==> src/rtl/rifl_pkg.sv <==
// Shared frame definitions for the RIFL lane transmit and receive paths:
// meta codes and the bit offsets of each frame field.
package rifl_pkg;

    typedef enum logic [1:0] {
        META_IDLE    = 2'b00,
        META_DATA    = 2'b01,
        META_EOP_ABV = 2'b10,
        META_EOP     = 2'b11
    } meta_e;

    localparam int HDR_W      = 2;
    localparam int META_W     = 2;
    localparam int HDR_META_W = HDR_W + META_W;
    localparam int BYTE_W     = 8;

    // Field positions are all measured down from the frame MSB.
    function automatic int hdr_msb(input int fw);
        return fw - 1;
    endfunction

    function automatic int meta_msb(input int fw);
        return fw - 1 - HDR_W;
    endfunction

    function automatic int payload_msb(input int fw);
        return fw - 1 - HDR_META_W;
    endfunction

    function automatic int payload_lsb(input int fw, input int pw);
        return fw - HDR_META_W - pw;
    endfunction

endpackage

==> src/rtl/tx_dwidth_conv_if.sv <==
// Payload stream and lane beat signals between the packet source, the
// width converter and the serial lane.
interface tx_dwidth_conv_if #(
    parameter int DWIDTH        = 64,
    parameter int PAYLOAD_WIDTH = 240
);
    localparam int TK = PAYLOAD_WIDTH / 8;

    logic [PAYLOAD_WIDTH-1:0] int_tdata;
    logic [TK-1:0]            int_tkeep;
    logic                     int_tlast;
    logic                     int_tvalid;
    logic                     int_tready;
    logic                     beat_en;
    logic [DWIDTH-1:0]        dout;
    logic                     data_sof;

    modport master (
        output int_tdata, int_tkeep, int_tlast, int_tvalid, beat_en,
        input  int_tready, dout, data_sof
    );

    modport slave (
        input  int_tdata, int_tkeep, int_tlast, int_tvalid, beat_en,
        output int_tready, dout, data_sof
    );

endinterface

==> src/rtl/tx_frame_encode.sv <==
// Combinational frame builder: header, meta code, payload (with byte count
// substituted on a partial last beat) and a zeroed CRC field.
module tx_frame_encode
    import rifl_pkg::*;
#(
    parameter int         FRAME_WIDTH   = 256,
    parameter int         PAYLOAD_WIDTH = 240,
    parameter logic [1:0] DATA_HDR      = 2'b01
) (
    input  logic [PAYLOAD_WIDTH-1:0]   i_tdata,
    input  logic [PAYLOAD_WIDTH/8-1:0] i_tkeep,
    input  logic                       i_tlast,
    input  logic                       i_tvalid,
    output logic [FRAME_WIDTH-1:0]     o_frame
);
    localparam int TK       = PAYLOAD_WIDTH / 8;
    localparam int HDR_MSB  = hdr_msb(FRAME_WIDTH);
    localparam int META_MSB = meta_msb(FRAME_WIDTH);
    localparam int PAY_MSB  = payload_msb(FRAME_WIDTH);

    logic [BYTE_W-1:0]        w_keep_cnt;
    meta_e                    w_meta;
    logic [PAYLOAD_WIDTH-1:0] w_payload;

    always_comb begin
        w_keep_cnt = '0;
        for (int i = 0; i < TK; i++) begin
            w_keep_cnt = w_keep_cnt + {{(BYTE_W-1){1'b0}}, i_tkeep[i]};
        end
    end

    // A partial last beat reuses its final byte slot to carry the valid byte count.
    always_comb begin
        w_meta    = META_IDLE;
        w_payload = '0;
        if (i_tvalid) begin
            w_payload = i_tdata;
            if (!i_tlast) begin
                w_meta = META_DATA;
            end else if (&i_tkeep) begin
                w_meta = META_EOP;
            end else begin
                w_meta = META_EOP_ABV;
                w_payload[BYTE_W-1:0] = w_keep_cnt;
            end
        end
    end

    always_comb begin
        o_frame                             = '0;
        o_frame[HDR_MSB  -: HDR_W]          = DATA_HDR;
        o_frame[META_MSB -: META_W]         = w_meta;
        o_frame[PAY_MSB  -: PAYLOAD_WIDTH]  = w_payload;
    end

endmodule

==> src/rtl/tx_dwidth_conv.sv <==
// Transmit width converter: encodes one payload per frame and serialises the
// frame onto the lane one DWIDTH beat per beat_en, MSB slice first.
module tx_dwidth_conv
    import rifl_pkg::*;
#(
    parameter int         DWIDTH        = 64,
    parameter int         FRAME_WIDTH   = 256,
    parameter int         PAYLOAD_WIDTH = 240,
    parameter logic [1:0] DATA_HDR      = 2'b01
) (
    input  logic            clk,
    input  logic            rst,
    tx_dwidth_conv_if.slave bus
);
    localparam int RATIO = FRAME_WIDTH / DWIDTH;

    logic [FRAME_WIDTH-1:0] w_frame;
    logic                   w_boundary;
    logic                   w_tready;
    logic [DWIDTH-1:0]      r_dout_p1;
    logic                   r_sof_p1;

    tx_frame_encode #(
        .FRAME_WIDTH   (FRAME_WIDTH),
        .PAYLOAD_WIDTH (PAYLOAD_WIDTH),
        .DATA_HDR      (DATA_HDR)
    ) u_encode (
        .i_tdata  (bus.int_tdata),
        .i_tkeep  (bus.int_tkeep),
        .i_tlast  (bus.int_tlast),
        .i_tvalid (bus.int_tvalid),
        .o_frame  (w_frame)
    );

    // A frame is taken only on the beat that emits its first slice, so idle
    // frames fill the lane whenever no payload is waiting at a boundary.
    assign w_tready       = bus.beat_en & w_boundary & ~rst;
    assign bus.int_tready = w_tready;
    assign bus.dout       = r_dout_p1;
    assign bus.data_sof   = r_sof_p1;

    generate
        if (RATIO == 1) begin : g_ratio1
            assign w_boundary = 1'b1;

            // stage p1: whole frame registered onto the lane every beat
            always_ff @(posedge clk) begin
                if (rst) begin
                    r_dout_p1 <= '0;
                    r_sof_p1  <= 1'b0;
                end else if (bus.beat_en) begin
                    r_dout_p1 <= w_frame;
                    r_sof_p1  <= 1'b1;
                end
            end
        end else begin : g_ratio_n
            localparam int CW = $clog2(RATIO);

            logic [CW-1:0]          r_cnt;
            logic [FRAME_WIDTH-1:0] r_sreg;

            assign w_boundary = (r_cnt == '0);

            // stage p1: slice 0 comes straight from the encoder; the remaining
            // slices are parked in r_sreg and shifted up one beat at a time.
            always_ff @(posedge clk) begin
                if (rst) begin
                    r_cnt     <= '0;
                    r_sreg    <= '0;
                    r_dout_p1 <= '0;
                    r_sof_p1  <= 1'b0;
                end else if (bus.beat_en) begin
                    r_cnt    <= r_cnt + CW'(1);
                    r_sof_p1 <= w_boundary;
                    if (w_boundary) begin
                        r_dout_p1 <= w_frame[FRAME_WIDTH-1 -: DWIDTH];
                        r_sreg    <= w_frame << DWIDTH;
                    end else begin
                        r_dout_p1 <= r_sreg[FRAME_WIDTH-1 -: DWIDTH];
                        r_sreg    <= r_sreg << DWIDTH;
                    end
                end
            end
        end
    endgenerate

endmodule

==> src/flat_wrapper.sv <==
// flat-port wrapper written by rule: the top's interface ports become plain ports
module tx_dwidth_conv_flat import rifl_pkg::*;
#(
    parameter int         DWIDTH        = 64,
    parameter int         FRAME_WIDTH   = 256,
    parameter int         PAYLOAD_WIDTH = 240,
    parameter logic [1:0] DATA_HDR      = 2'b01
)
  (clk, rst, bus_int_tdata, bus_int_tkeep, bus_int_tlast, bus_int_tvalid, bus_beat_en, bus_int_tready, bus_dout, bus_data_sof);
  tx_dwidth_conv_if #(.DWIDTH(DWIDTH), .PAYLOAD_WIDTH(PAYLOAD_WIDTH)) bus_i ();
  input  logic clk;
  input  logic rst;
  input wire logic [$bits(bus_i.int_tdata)-1:0] bus_int_tdata;
  input wire logic [$bits(bus_i.int_tkeep)-1:0] bus_int_tkeep;
  input wire logic [$bits(bus_i.int_tlast)-1:0] bus_int_tlast;
  input wire logic [$bits(bus_i.int_tvalid)-1:0] bus_int_tvalid;
  input wire logic [$bits(bus_i.beat_en)-1:0] bus_beat_en;
  output wire logic [$bits(bus_i.int_tready)-1:0] bus_int_tready;
  output wire logic [$bits(bus_i.dout)-1:0] bus_dout;
  output wire logic [$bits(bus_i.data_sof)-1:0] bus_data_sof;
  assign bus_i.int_tdata = bus_int_tdata;
  assign bus_i.int_tkeep = bus_int_tkeep;
  assign bus_i.int_tlast = bus_int_tlast;
  assign bus_i.int_tvalid = bus_int_tvalid;
  assign bus_i.beat_en = bus_beat_en;
  assign bus_int_tready = bus_i.int_tready;
  assign bus_dout = bus_i.dout;
  assign bus_data_sof = bus_i.data_sof;
  tx_dwidth_conv #(.DWIDTH(DWIDTH), .FRAME_WIDTH(FRAME_WIDTH), .PAYLOAD_WIDTH(PAYLOAD_WIDTH), .DATA_HDR(DATA_HDR)) u_core (.clk(clk), .rst(rst), .bus(bus_i));
endmodule
==> config.mk <==
export PLATFORM = sky130hd
export DESIGN_NAME = tx_dwidth_conv_flat
export DESIGN_NICKNAME = d
export VERILOG_FILES = /design/src/rtl/rifl_pkg.sv /design/src/rtl/tx_dwidth_conv_if.sv /design/src/rtl/tx_frame_encode.sv /design/src/rtl/tx_dwidth_conv.sv /design/src/flat_wrapper.sv
export SDC_FILE = /design/constraint.sdc
export NUM_CORES = 1
export LEC_CHECK = 0
export ABC_AREA = 0
export CAP_MARGIN = 20
export CORE_ASPECT_RATIO = 1.5
export CORE_MARGIN = 1.5
export CORE_UTILIZATION = 35
export DETAILED_ROUTE_END_ITERATION = 10
export GPL_ROUTABILITY_DRIVEN = 0
export GPL_TIMING_DRIVEN = 0
export PLACE_DENSITY = 0.62
export SYNTH_ARGS = -nofsm -noshare
export SYNTH_HDL_FRONTEND = slang
export SYNTH_HIERARCHICAL = 1
export SYNTH_SLANG_ARGS = --single-unit
==> constraint.sdc <==
create_clock -name clk -period 9.85 [get_ports clk]
set_clock_uncertainty 0.1 [all_clocks]
set_input_delay 1.97 -clock clk [delete_from_list [all_inputs] [get_ports clk]]
set_output_delay 1.97 -clock clk [all_outputs]
set_load 0.02 [all_outputs]
# Word-level counts from Yosys, hierarchy flattened

Index checks and enable logic that the tools add are counted.

$add $sub $neg: 30
Bitwise gates (word level): 3
Reductions and logical operators: 2
Mux-type cells: 8

Operator list:

| kind                | number |
|---|---|
| $mux 256            | 1 |
| $mux 240            | 1 |
| $add 8x1->8         | 22 |
| $mux 64             | 1 |
| $reduce_and 30->1   | 1 |
| $mux 8              | 2 |
| $add 7x1->8         | 1 |
| $add 6x1->7         | 1 |
| $add 5x1->6         | 1 |
| $add 4x1->5         | 1 |
| $add 3x1->4         | 1 |
| $mux 2              | 2 |
| $add 2x1->3         | 1 |
| $add 1x1->2         | 1 |
| $add 2x1->2 const B | 1 |
| $and 1x1->1         | 2 |
| $logic_not 2->1     | 1 |
| $mux 1              | 1 |
| $not 1->1           | 1 |

Output and inout port bits: 66
Input bits: 275
Logic and storage cells: 47
Flip-flop bits (word level): 323

# Longest topological paths before layout

Depth after elaboration: 33
Gate-level depth with buffers: 20

# Modules after synthesis

The synthesis kept the hierarchy.

Modules (own cells, without submodules):

| module          | cells each | area an instance (um2) | instances | seq. area each (um2) |
|---|---|---|---|---|
| tx_dwidth_conv  | 1154       | 11189.5                | 1         | 5185.0 |
| tx_frame_encode | 392        | 2705.1                 | 1         | 0.0 |

# Worst setup path before layout

OpenSTA, ideal clock, no wires.

Path type: input -> register
From: in bus_int_tkeep[0]
To: reg u_core.g_ratio_n.r_sreg[80]
Cell stages on the path: 17
Library setup time: 0.070 ns
Path slack: 2.969 ns
Arrival time: 6.711 ns
Required time: 9.680 ns
Cell sequence: fa_1 > ha_1 > inv_1 > fa_1 > fa_1 > fa_1 > fa_1 > fa_1 > fa_1 > fa_1 > nand2b_1 > a21oi_1 > xor2_1 > nand3_1 > o21ai_0 > nand3_1 > a21oi_1

Word-level cells in the longest chain between the ends: 33
Elaborated cells on any way between the ends: 34
Those cells by class: add/sub: 29; mux: 4; reduce/logical: 1

Ends and longest elaborated chain:

| element                      | line                  | RTL |
|---|---|---|
| start: declaration           | flat_wrapper.sv:14    | `input wire logic [$bits(bus_i.int_tkeep)-1:0] bus_int_tkeep;` |
| $add 1x1->2                  | tx_frame_encode.sv:28 | `w_keep_cnt = w_keep_cnt + {{(BYTE_W-1){1'b0}}, i_tkeep[i]};` |
| $add 2x1->3                  | tx_frame_encode.sv:28 |  |
| $add 3x1->4                  | tx_frame_encode.sv:28 |  |
| $add 4x1->5                  | tx_frame_encode.sv:28 |  |
| $add 5x1->6                  | tx_frame_encode.sv:28 |  |
| $add 6x1->7                  | tx_frame_encode.sv:28 |  |
| $add 7x1->8                  | tx_frame_encode.sv:28 |  |
| $add 8x1->8 (22 in a row)    | tx_frame_encode.sv:28 |  |
| $mux 8 (*)                   | tx_frame_encode.sv:40 | `end else if (&i_tkeep) begin` |
| $mux 8 (*)                   | tx_frame_encode.sv:38 | `if (!i_tlast) begin` |
| $mux 240 (*)                 | tx_frame_encode.sv:36 | `if (i_tvalid) begin` |
| named net u_core.w_frame[16] | tx_dwidth_conv.sv:17  | `logic [FRAME_WIDTH-1:0] w_frame;` |
| $mux 256 (*)                 | tx_dwidth_conv.sv:75  | `if (w_boundary) begin` |
| end signal: assignment       | tx_dwidth_conv.sv:77  | `r_sreg <= w_frame << DWIDTH;` |
| end signal: assignment       | tx_dwidth_conv.sv:80  | `r_sreg <= r_sreg << DWIDTH;` |
| end: declaration             | tx_dwidth_conv.sv:60  | `logic [FRAME_WIDTH-1:0] r_sreg;` |

Mark *: on every way through the listed nets, which the timed path passes. The rest lies on a longest branch.
A chain may end at the register's enable or synchronous reset.

# Worst setup path in the final report

Ends and elaborated chain as after synthesis.

==> impl_table.tex <==
\begin{tabular}{lr}
\hline
Metric & Value \\
\hline
\multicolumn{2}{l}{\textbf{Clock tree}} \\
Cts repair resizes & 0 \\
Clock slew seen by the registers of the worst setup and hold paths & roughly 60 ps \\
Setup repair bufs after CTS & 0 \\
Num CTS Buffers & 27 \\
CTS tree & done \\
Post-cts hold buffer count & 0 \\
Number of clock sinks & between 200 and 300 \\
Root buffer selected by CTS & sky130\_fd\_sc\_hd\_\_clkbuf\_16 \\
CTS H-Tree Depth & 1 \\
Worst-Skew Late Latency & 550 ps \\
Maximum clock insertion buffer count & 3 \\
\multicolumn{2}{l}{\textbf{Logic synthesis}} \\
Yosys cell types & 30 \\
Share of the yosys chip area belonging to registers & 0.373 \\
Area fraction of the dominant cell type after synthesis & 0.373 \\
Cell count after synthesis & 1546 \\
Avg Cell Area, Syn & between 8 and 9 µm² \\
Biggest area contributors in the synthesized netlist & sky130\_fd\_sc\_hd\_\_dfxtp\_1 37\%, sky130\_fd\_sc\_hd\_\_mux2i\_1 14\%, sky130\_fd\_sc\_hd\_\_and2\_1 11\% \\
Post-synth design cell area & between 0.01 and 0.015 mm² \\
Post-synthesis cell type with the largest combined area & sky130\_fd\_sc\_hd\_\_dfxtp\_1 \\
Ys Warns & 6 \\
Post-synthesis sequential element count & 259 \\
\multicolumn{2}{l}{\textbf{Timing}} \\
Tcrit/Tclk final & 0.743 \\
Tightest Pin Transition & 1110 ps \\
Final hold vios & 0 \\
Max Freq & roughly 140 MHz \\
Final max-slew violation count & 0 \\
Setup violations, final & 0 \\
RSZ-0062 raised after global routing & no \\
Total negative slack for setup checks & 0 ps \\
Max\_slew headroom & 0.263 \\
Shortest period the worst path allows & about 7300 ps \\
\multicolumn{2}{l}{\textbf{Placed design}} \\
Cell total after placement & about 2400 \\
Area post-placement & 0.0179 mm² \\
IO Port Bufs & $\sim$340 \\
Final HPWL DP & 35500 µm \\
\multicolumn{2}{l}{\textbf{Hold path}} \\
Startpoint of the lowest-slack hold path & u\_core/g\_ratio\_n.r\_sreg[114] \\
WHS Endpoint & u\_core/g\_ratio\_n.r\_sreg[114] \\
Worst hold path class & reg -> reg \\
Hold Path Cell Cnt & 2 \\
\multicolumn{2}{l}{\textbf{Floorplan}} \\
I/O pin count & about 340 \\
Starting Density & 0.354 \\
Die height & between 200 and 250 µm \\
Std-Cell Rows & 89 \\
Horizontal die dimension & about 170 µm \\
Core region area & roughly 0.039 mm² \\
DIE AREA & 0.0409 mm² \\
\multicolumn{2}{l}{\textbf{Layout}} \\
Cell area after layout & roughly 0.019 mm² \\
Area of the multi-input gates & $\sim$0.0076 mm² \\
Post-layout net count & 2240 \\
Leading cell type in the layout, fill and taps excluded & sky130\_fd\_sc\_hd\_\_clkdlybuf4s50\_1 \\
Commonest cells after routing, fill and taps aside & 338 x sky130\_fd\_sc\_hd\_\_clkdlybuf4s50\_1, 259 x sky130\_fd\_sc\_hd\_\_dfxtp\_1, 235 x sky130\_fd\_sc\_hd\_\_and2\_1, 203 x sky130\_fd\_sc\_hd\_\_nor2\_1, 195 x sky130\_fd\_sc\_hd\_\_mux2i\_1 \\
Fillers & between 3000 and 4000 \\
Share of cells above drive strength 1 & 0.0576 \\
Final Util & 0.481 \\
Flip-flop and latch area & approximately 0.0052 mm² \\
Synth-to-Final Area Change & 35.7\% \\
Cell Count, Final, Fillers Out & 2454 \\
\multicolumn{2}{l}{\textbf{Power and ir drop}} \\
Power Total & around 3200 µW \\
Leakage & around 0.0078 µW \\
Pwr per Cell Area & approximately 170 mW/mm² \\
Peak supply drop & about 130 µV \\
\multicolumn{2}{l}{\textbf{Route}} \\
Total Wirelength & 44900 µm \\
Number of detailed-routing iterations run before antenna repair & 5 \\
Vias/cell & roughly 4.9 \\
Total number of vias & 11900 \\
Initial detailed-routing violation count & about 420 \\
Post-route DRC violation count & 0 \\
Antenna violation net count after detailed routing & 0 \\
Wirelength per Cell & between 15 and 20 µm \\
\multicolumn{2}{l}{\textbf{Flow run}} \\
Max Cap Violations & 0 \\
\multicolumn{2}{l}{\textbf{Global routing}} \\
Maximum number of pins on one net before global-route repair & 14 \\
First-pass GRT wire length & a little under 70000 µm \\
Number of global-route vias before repair & approximately 12000 \\
Leftover overflow at the end of global routing & 0 \\
Number of antenna violations at the first check in global routing & 9 \\
Total routing usage reported by global routing & 0.214 \\
\multicolumn{2}{l}{\textbf{Critical path}} \\
Crit Path Category & in -> reg \\
Crit. End Element & flip-flop \\
Worst Path Required & 10230 ps \\
Kind of start point of the critical path & input port \\
Terminus of the critical flop-to-flop path & u\_core/g\_ratio\_n.r\_sreg[92] \\
Maximum fanout count along the critical path & 2 \\
Flop-to-flop setup slack & 8090 ps \\
Data arrival time of the critical path & slightly below 8000 ps \\
Critical register-to-register path startpoint & u\_core/g\_ratio\_n.r\_cnt[0] \\
Reg2reg path depth & 6 \\
\multicolumn{2}{l}{\textbf{Outcome}} \\
Outcome & complete, no violations \\
\hline
\end{tabular}
-- final cells by class --
cell class / count / area share
repair buffers: 338 / 0.179
inverters: 39 / 0.00777
clock buffers: 44 / 0.0424
multi-input cells: 1104 / 0.403
flip-flops and latches: 259 / 0.275
clock inverters: 6 / 0.00445
well taps: 500 / 0.0332
plain buffers: 156 / 0.0538
diodes: 8 / 0.00106
-- critical path, cell delays in order --
cell                              delay, ps
sky130_fd_sc_hd__clkdlybuf4s50_1        460
sky130_fd_sc_hd__fa_1                   500
sky130_fd_sc_hd__ha_1                   290
sky130_fd_sc_hd__inv_1                   50
sky130_fd_sc_hd__fa_1                   530
sky130_fd_sc_hd__fa_1                   430
sky130_fd_sc_hd__fa_1                   480
sky130_fd_sc_hd__fa_1                   520
sky130_fd_sc_hd__fa_1                   440
sky130_fd_sc_hd__fa_1                   440
sky130_fd_sc_hd__fa_1                   470
sky130_fd_sc_hd__nand2b_1               170
sky130_fd_sc_hd__a21oi_1                170
sky130_fd_sc_hd__xor2_1                 180
sky130_fd_sc_hd__nand3_1                 90
sky130_fd_sc_hd__o21ai_0                210
sky130_fd_sc_hd__nand3_1                160
sky130_fd_sc_hd__a21oi_1                160
-- metal layers --
metal  vias up  wire length (µm)  GRT usage
met4         4              1450     0.0848
met5         -                28          0
met1      5563             18000      0.241
met2       272             23800      0.408
met3        71              1600     0.0237
li1       6019                 -          -
-- where the power goes --
part           total [µW]  switching [µW]  internal, µW
combinational        1050             521           529
clock                1030             426           605
sequential           1160            41.6          1120
-- cell usage after synthesis --
library cell and number:
sky130_fd_sc_hd__nand2_1 4, sky130_fd_sc_hd__clkbuf_1 76, sky130_fd_sc_hd__nor4_1 1, sky130_fd_sc_hd__and2_1 235, sky130_fd_sc_hd__ha_1 17, sky130_fd_sc_hd__a211oi_1 194, sky130_fd_sc_hd__buf_4 18, sky130_fd_sc_hd__nand4_1 7
sky130_fd_sc_hd__xor2_1 1, sky130_fd_sc_hd__nand3_1 66, sky130_fd_sc_hd__mux2i_1 195, sky130_fd_sc_hd__buf_6 1, sky130_fd_sc_hd__o21a_1 2, sky130_fd_sc_hd__conb_1 2, sky130_fd_sc_hd__nor2b_1 1, sky130_fd_sc_hd__a21oi_1 66
sky130_fd_sc_hd__buf_12 19, sky130_fd_sc_hd__inv_1 39, sky130_fd_sc_hd__buf_2 35, sky130_fd_sc_hd__o21ai_0 4, sky130_fd_sc_hd__fa_1 23, sky130_fd_sc_hd__nor3_1 1, sky130_fd_sc_hd__dfxtp_1 259, sky130_fd_sc_hd__xnor2_1 2
sky130_fd_sc_hd__nand2b_1 65, sky130_fd_sc_hd__o211ai_1 1, sky130_fd_sc_hd__a21boi_1 1, sky130_fd_sc_hd__buf_1 7, sky130_fd_sc_hd__o31a_1 1, sky130_fd_sc_hd__nor2_1 203
-- worst max-delay path by stage --
stage / from / to / cells after the start
finish: bus_int_tkeep[0] / u_core/g_ratio_n.r_sreg[80] / 18
global route: bus_int_tkeep[3] / u_core/g_ratio_n.r_sreg[80] / 18
CTS: bus_int_tkeep[0] / u_core/g_ratio_n.r_sreg[80] / 18
detailed placement: bus_int_tkeep[0] / u_core/g_ratio_n.r_sreg[80] / 18
global placement: bus_int_tkeep[0] / u_core/g_ratio_n.r_sreg[80] / 18
floorplan: bus_int_tkeep[0] / u_core/g_ratio_n.r_sreg[80] / 17
-- flip-flops by register name, indices dropped and copies added, names as in the netlist --
signal                   flops
u_core/g_ratio_n.r_sreg    192
u_core/g_ratio_n.r_cnt       2
u_core/bus.data_sof          1
u_core/bus.dout             64
-- logic make-up after synthesis --
| kind of cell | synth area share |
|---|---|
| buffers and inverters | 0.0835 |
| DFF | 0.373 |
| AOI/OAI and AO/OA | 0.133 |
| muxes | 0.140 |
| other | 0.000540 |
| and+or+nand+nor | 0.219 |
| adders and majority gates | 0.0484 |
| xor gates and xnor gates | 0.00189 |
-- metrics by stage --
step / hold slack, ps / setup WS [ps]
after floorplan: 345 / 2970
after global placement: 353 / 2050
after detailed placement: 357 / 1980
after CTS: 368 / 2540
after global routing: 380 / 2330
final: 368 / 2530
(Power assumes the default switching activity.)
